$ cat config.mk
export PLATFORM = sky130hd
export DESIGN_NAME = demux_1xn_stream_flat
export DESIGN_NICKNAME = d
export VERILOG_FILES = /design/src/rtl/demux_1xn_stream_if.sv /design/src/rtl/demux_1xn_stream.sv /design/src/flat_wrapper.sv
export SDC_FILE = /design/constraint.sdc
export NUM_CORES = 1
export LEC_CHECK = 0
export ABC_AREA = 1
export CAP_MARGIN = 20
export CORE_MARGIN = 2
export CORE_UTILIZATION = 40
export DETAILED_ROUTE_END_ITERATION = 8
export PLACE_DENSITY = 0.75
export SLEW_MARGIN = 20
export SYNTH_ARGS = -nofsm -noshare
export SYNTH_HDL_FRONTEND = slang
export SYNTH_SLANG_ARGS = --single-unit
$ cat constraint.sdc
create_clock -name clk -period 1.23 [get_ports clk]
set_clock_uncertainty 0.05 [all_clocks]
set_input_delay 0.1845 -clock clk [delete_from_list [all_inputs] [get_ports clk]]
set_output_delay 0.1845 -clock clk [all_outputs]
set_load 0.02 [all_outputs]
$ cat src/rtl/demux_1xn_stream_if.sv
// Stream bundle between one producer, the 1-to-N demux and N consumers.
// master = producer/consumer side, slave = demux side.
interface demux_1xn_stream_if #(
  parameter int N = 4,
  parameter int W = 1
);
  localparam int SEL_W = $clog2(N);

  // Handshake: a beat moves on a rising clk edge where valid && ready are
  // both high; each out_valid/out_ready bit pair is an independent channel.
  logic                 in_valid;
  logic                 in_ready;
  logic [W-1:0]         in_data;
  logic [SEL_W-1:0]     in_sel;
  logic                 in_bcast;
  logic [N-1:0]         out_valid;
  logic [N-1:0]         out_ready;
  logic [N*W-1:0]       out_data;

  modport master (
    output in_valid, in_data, in_sel, in_bcast, out_ready,
    input  in_ready, out_valid, out_data
  );

  modport slave (
    input  in_valid, in_data, in_sel, in_bcast, out_ready,
    output in_ready, out_valid, out_data
  );
endinterface

$ cat src/rtl/demux_1xn_stream.sv
// Registered 1-to-N stream demultiplexer, one single-entry register per channel.
// Define DEMUX_BCAST_EN to build the broadcast path driven by in_bcast.
module demux_1xn_stream #(
  parameter int N = 4,
  parameter int W = 1
) (
  input  logic                 clk,
  input  logic                 rst,
  demux_1xn_stream_if.slave    s,
  output logic                 err_oor,
  input  logic                 err_clr
);
  localparam int SEL_W = $clog2(N);

  logic [N-1:0]          vld;
  logic [N-1:0][W-1:0]   dat;
  logic [N-1:0]          free;
  logic [N-1:0]          load;
  logic                  sel_hit;
  logic                  uni_ready;
  logic                  bcast;
  logic                  accept;
  logic                  oor_accept;

  // A channel can take a beat if empty or if its current beat leaves this cycle.
  assign free = ~vld | s.out_ready;

  // Out-of-range selects match no channel and are always accepted (then dropped).
  always_comb begin
    sel_hit   = 1'b0;
    uni_ready = 1'b1;
    for (int k = 0; k < N; k++) begin
      if (s.in_sel == SEL_W'(k)) begin
        sel_hit   = 1'b1;
        uni_ready = free[k];
      end
    end
  end

`ifdef DEMUX_BCAST_EN
  assign bcast      = s.in_bcast;
  assign s.in_ready = s.in_bcast ? (&free) : uni_ready;
`else
  logic unused_bcast;
  assign unused_bcast = s.in_bcast;
  assign bcast        = 1'b0;
  assign s.in_ready   = uni_ready;
`endif

  assign accept     = s.in_valid && s.in_ready;
  assign oor_accept = accept && !bcast && !sel_hit;

  always_comb begin
    load = '0;
    for (int k = 0; k < N; k++) begin
      load[k] = accept && (bcast || (s.in_sel == SEL_W'(k)));
    end
  end

  // Load wins over pop, giving one beat per cycle per channel.
  always_ff @(posedge clk or posedge rst) begin
    if (rst) begin
      vld     <= '0;
      dat     <= '0;
      err_oor <= 1'b0;
    end else begin
      for (int k = 0; k < N; k++) begin
        if (load[k]) begin
          vld[k] <= 1'b1;
          dat[k] <= s.in_data;
        end else if (s.out_ready[k]) begin
          vld[k] <= 1'b0;
          dat[k] <= '0;
        end
      end
      if (oor_accept) begin
        err_oor <= 1'b1;
      end else if (err_clr) begin
        err_oor <= 1'b0;
      end
    end
  end

  always_comb begin
    s.out_valid = vld;
    s.out_data  = '0;
    for (int k = 0; k < N; k++) begin
      s.out_data[k*W +: W] = vld[k] ? dat[k] : '0;
    end
  end
endmodule

$ cat src/flat_wrapper.sv
// flat-port wrapper written by rule: the top's interface ports become plain ports
module demux_1xn_stream_flat 
#(
  parameter int N = 4,
  parameter int W = 1
)
  (clk, rst, err_oor, err_clr, s_in_valid, s_in_data, s_in_sel, s_in_bcast, s_out_ready, s_in_ready, s_out_valid, s_out_data);
  demux_1xn_stream_if #(.N(N), .W(W)) s_i ();
  input  logic clk;
  input  logic rst;
  output logic err_oor;
  input  logic err_clr;
  input wire logic [$bits(s_i.in_valid)-1:0] s_in_valid;
  input wire logic [$bits(s_i.in_data)-1:0] s_in_data;
  input wire logic [$bits(s_i.in_sel)-1:0] s_in_sel;
  input wire logic [$bits(s_i.in_bcast)-1:0] s_in_bcast;
  input wire logic [$bits(s_i.out_ready)-1:0] s_out_ready;
  output wire logic [$bits(s_i.in_ready)-1:0] s_in_ready;
  output wire logic [$bits(s_i.out_valid)-1:0] s_out_valid;
  output wire logic [$bits(s_i.out_data)-1:0] s_out_data;
  assign s_i.in_valid = s_in_valid;
  assign s_i.in_data = s_in_data;
  assign s_i.in_sel = s_in_sel;
  assign s_i.in_bcast = s_in_bcast;
  assign s_i.out_ready = s_out_ready;
  assign s_in_ready = s_i.in_ready;
  assign s_out_valid = s_i.out_valid;
  assign s_out_data = s_i.out_data;
  demux_1xn_stream #(.N(N), .W(W)) u_core (.clk(clk), .rst(rst), .s(s_i), .err_oor(err_oor), .err_clr(err_clr));
endmodule
==> key figures <==
GRT
  – Grt met3 use: 1.63%
  – Total GRT Usage: 20.0%
  – First-pass GRT wire length: 2130 um
  – Layer with the highest usage: met2
  – GRT overflow: 0
  – Initial antenna violation count: 0
  – Vias in the first global route: 546
  – Largest net degree at the start of global routing: 10
  – Met2 usage: 34.9%
  – Met1 usage in global routing: 22.3%

Yosys
  – Largest family of logic cells by synthesized area: simple AND/OR/NAND/NOR gates
  – Synthesized flop and latch total: 9
  – Synth Area in Simple Gates: 40.7%
  – Mux share of post-synthesis cell area: 0%
  – Unique masters post-synth: 13
  – EDFF count, synth: 0
  – Top-count cell post-synth: inv_1
  – Post-synthesis adder-cell area fraction: 0%
  – Synth top cells by count: inv_1, nand2_1, nor2_1
  – YS warnings: 0
  – Syn Area/Cell: 6.76 um^2
  – Syn nets: 92
  – Synthesized instance count: 80
  – Top cells by area, synth: dfrtp_1, inv_1, nand2_1
  – Seq/Total Area, Yosys: 41.7%
  – XOR/XNOR Fraction of Synth Area: 0%
  – Synth Cell Area: 541 um^2
  – Dominant cell type by area after synthesis: dfrtp_1
  – Compound-cell area share of the yosys netlist: 2.78%
  – Post-synth ARST share: 100%
  – Top-area cell type share of the netlist area: 41.7%
  – Top FF cell, synth: dfrtp_1

Clock tree
  – H-tree depth: 1
  – Num CTS Buffers: 3
  – Hold buffers post-CTS: 0
  – CTS tree: done
  – Clock Pin Slew Worst Setup and Hold Paths: 0.07 ns
  – Clk_lat worst skew: 0.27 ns
  – Post-CTS Setup Bufs: 0
  – Clock sink count: 9
  – Root Buffer: clkbuf_4
  – CTS Buffer Depth: 2

Worst setup path
  – Worst R2R End: u_core.dat[2]$_DFFE_PP0P_
  – RR Startpoint: u_core.s.out_valid[0]$_DFFE_PP0P_
  – Reg2reg path depth: 9
  – Setup crit start kind: flip-flop
  – CP arrival: 1.22 ns
  – Max FO, Critical Path: 2
  – Reg2reg setup slack: -0.02 ns
  – Worst Setup Path Type: reg2out
  – Req. time, crit path: 1.00 ns
  – Crit path from: u_core.s.out_valid[0]$_DFFE_PP0P_
  – Worst setup EP type: output pin

STA
  – Final Max Slew Viols: 0
  – Post-route minimum period: 1.45 ns
  – Post-route setup slack: -0.224 ns
  – # setup viols final: 5
  – Fin crit share: 118%
  – Final hold viol count: 0
  – Fmax achieved: 0.688 GHz
  – Hold WS: 0.135 ns
  – RSZ-0062 raised after global routing: true
  – Final TNS setup: -0.267 ns
  – Rel. slew slack: 75.4%
  – Worst-margin pin slew: 0.369 ns

Finish
  – Antenna Cells: 0
  – Fillers: 117
  – Share of cells above drive strength 1: 40.2%
  – Layout net count: 130
  – Area delta synth->final: 71.5%

Hold path
  – Hold/Removal Path Class: in2async

Pwr
  – Design internal power: 0.547 mW
  – Power share of the combinational group: 27.7%
  – PwrDens: 849 nW/um^2
  – Clock share of power: 30.6%
  – Register share of total power: 41.7%
  – Switch share: 30.5%
  – Leakage Power: 0.535 nW
  – Net load switching power: 0.240 mW
  – VDD IR max: 0.660 mV

Floorplan
  – Row cnt: 13
  – Die area: 1660 um^2
  – Die width: 40.8 um
  – Core Area: 1280 um^2
  – I/O pins: 22
  – Starting density of the core: 42.1%
  – Die height: 40.8 um

Job
  – Max Cap Viol: 0

Detailed routing
  – Detailed-route via count: 628
  – Iter 0 DRT Violations: 14
  – # DRC: 0
  – Final WL: 1450 um
  – Final ANT Viol Nets: 0
  – Drt pass-1 iters: 4
  – Routed vias/inst: 4.76
  – Routed len/inst: 11.0 um

Placement
  – Post-DP HPWL: 1060 um
  – PortBufs: 20
  – Routability cong.: 0.906

Outcome
  – Status: finished with violations
  – Violated checks: negative setup slack
==> worst max path at each step <==
stage / endpoint / slack [ns] / cells after the start
floorplan: u_core.dat[3]$_DFFE_PP0P_ / 0.02 / 7
global placement: s_in_ready / -0.72 / 6
detailed placement: s_in_ready / -0.76 / 6
CTS: s_in_ready / -0.21 / 6
global route: s_in_ready / -0.27 / 6
finish: s_in_ready / -0.22 / 6
==> cell usage in the layout, fill, tap and decap left out, drive strengths merged <==
master / synthesis / routed
buf: 1 / 23
clkbuf: 0 / 4
clkdlybuf4s50: 0 / 8
dfrtp: 9 / 9
dlygate4sd2: 0 / 3
inv: 20 / 20
nand2: 20 / 20
nand3: 2 / 2
nand3b: 1 / 1
nand4: 8 / 8
nor2: 16 / 16
o21ai: 3 / 3
==> critical path, cell delays in order (launching register included) <==
cell and delay [ns]:
dfrtp_1 0.40, inv_2 0.07, nor2_2 0.04, nand2_2 0.08, nand3_2 0.10, nor2_4 0.14
buf_6 0.13
==> per-stage QoR <==
stage	power [mW]	worst slack, ns	cells	utilization (%)	area (um^2)
2_1_floorplan	0.411	0.0162	80	-	541
3_3_place_gp	0.529	-0.718	128	66.9	860
3_5_place_dp	0.533	-0.758	128	66.9	860
4_1_cts	0.773	-0.215	132	69.5	893
5_1_grt	0.820	-0.273	132	72.2	927
6_report	0.788	-0.224	132	72.2	927
==> metal layers <==
layer	up-vias	share of wire [%]
met5	-	0
met4	0	2.4
met3	4	3.8
met2	18	52
met1	289	42
li1	317	-
==> layout make-up <==
cell class	instances	area, um^2	area share (%)
well taps	15	18.8	2.02
multi-input cells	50	275	29.7
repair buffers	34	307	33.1
inverters	20	75.1	8.10
flip-flops and latches	9	225	24.3
clock buffers	4	26.3	2.83
==> cells by family (layout without fill, tap and decap cells) <==
| group | Yosys count | after routing |
|---|---|---|
| AND/OR/NAND/NOR | 47 | 47 |
| buffers and inverters | 21 | 58 |
| flip-flops | 9 | 9 |
| AO/OA/AOI/OAI | 3 | 3 |
==> power groups by stage <==
stage / clock, mW / combinational, mW / sequential, mW
after CTS: 0.246 / 0.203 / 0.324
after detailed placement: 0 / 0.204 / 0.329
after floorplan: 0 / 0.0670 / 0.344
final: 0.241 / 0.218 / 0.329
after global routing: 0.252 / 0.238 / 0.330
after global placement: 0 / 0.201 / 0.328
==> repair_timing <==
item	CTS	global route
gates resized for setup	57	17
endpoints found under the setup margin	18	10
pin swaps	4	5
==> flip-flops by register name (all words and copies together), names as in the netlist <==
register            flops
u_core.dat              4
u_core.err_oor          1
u_core.s.out_valid      4
Power figures use the tool's default switching activity.
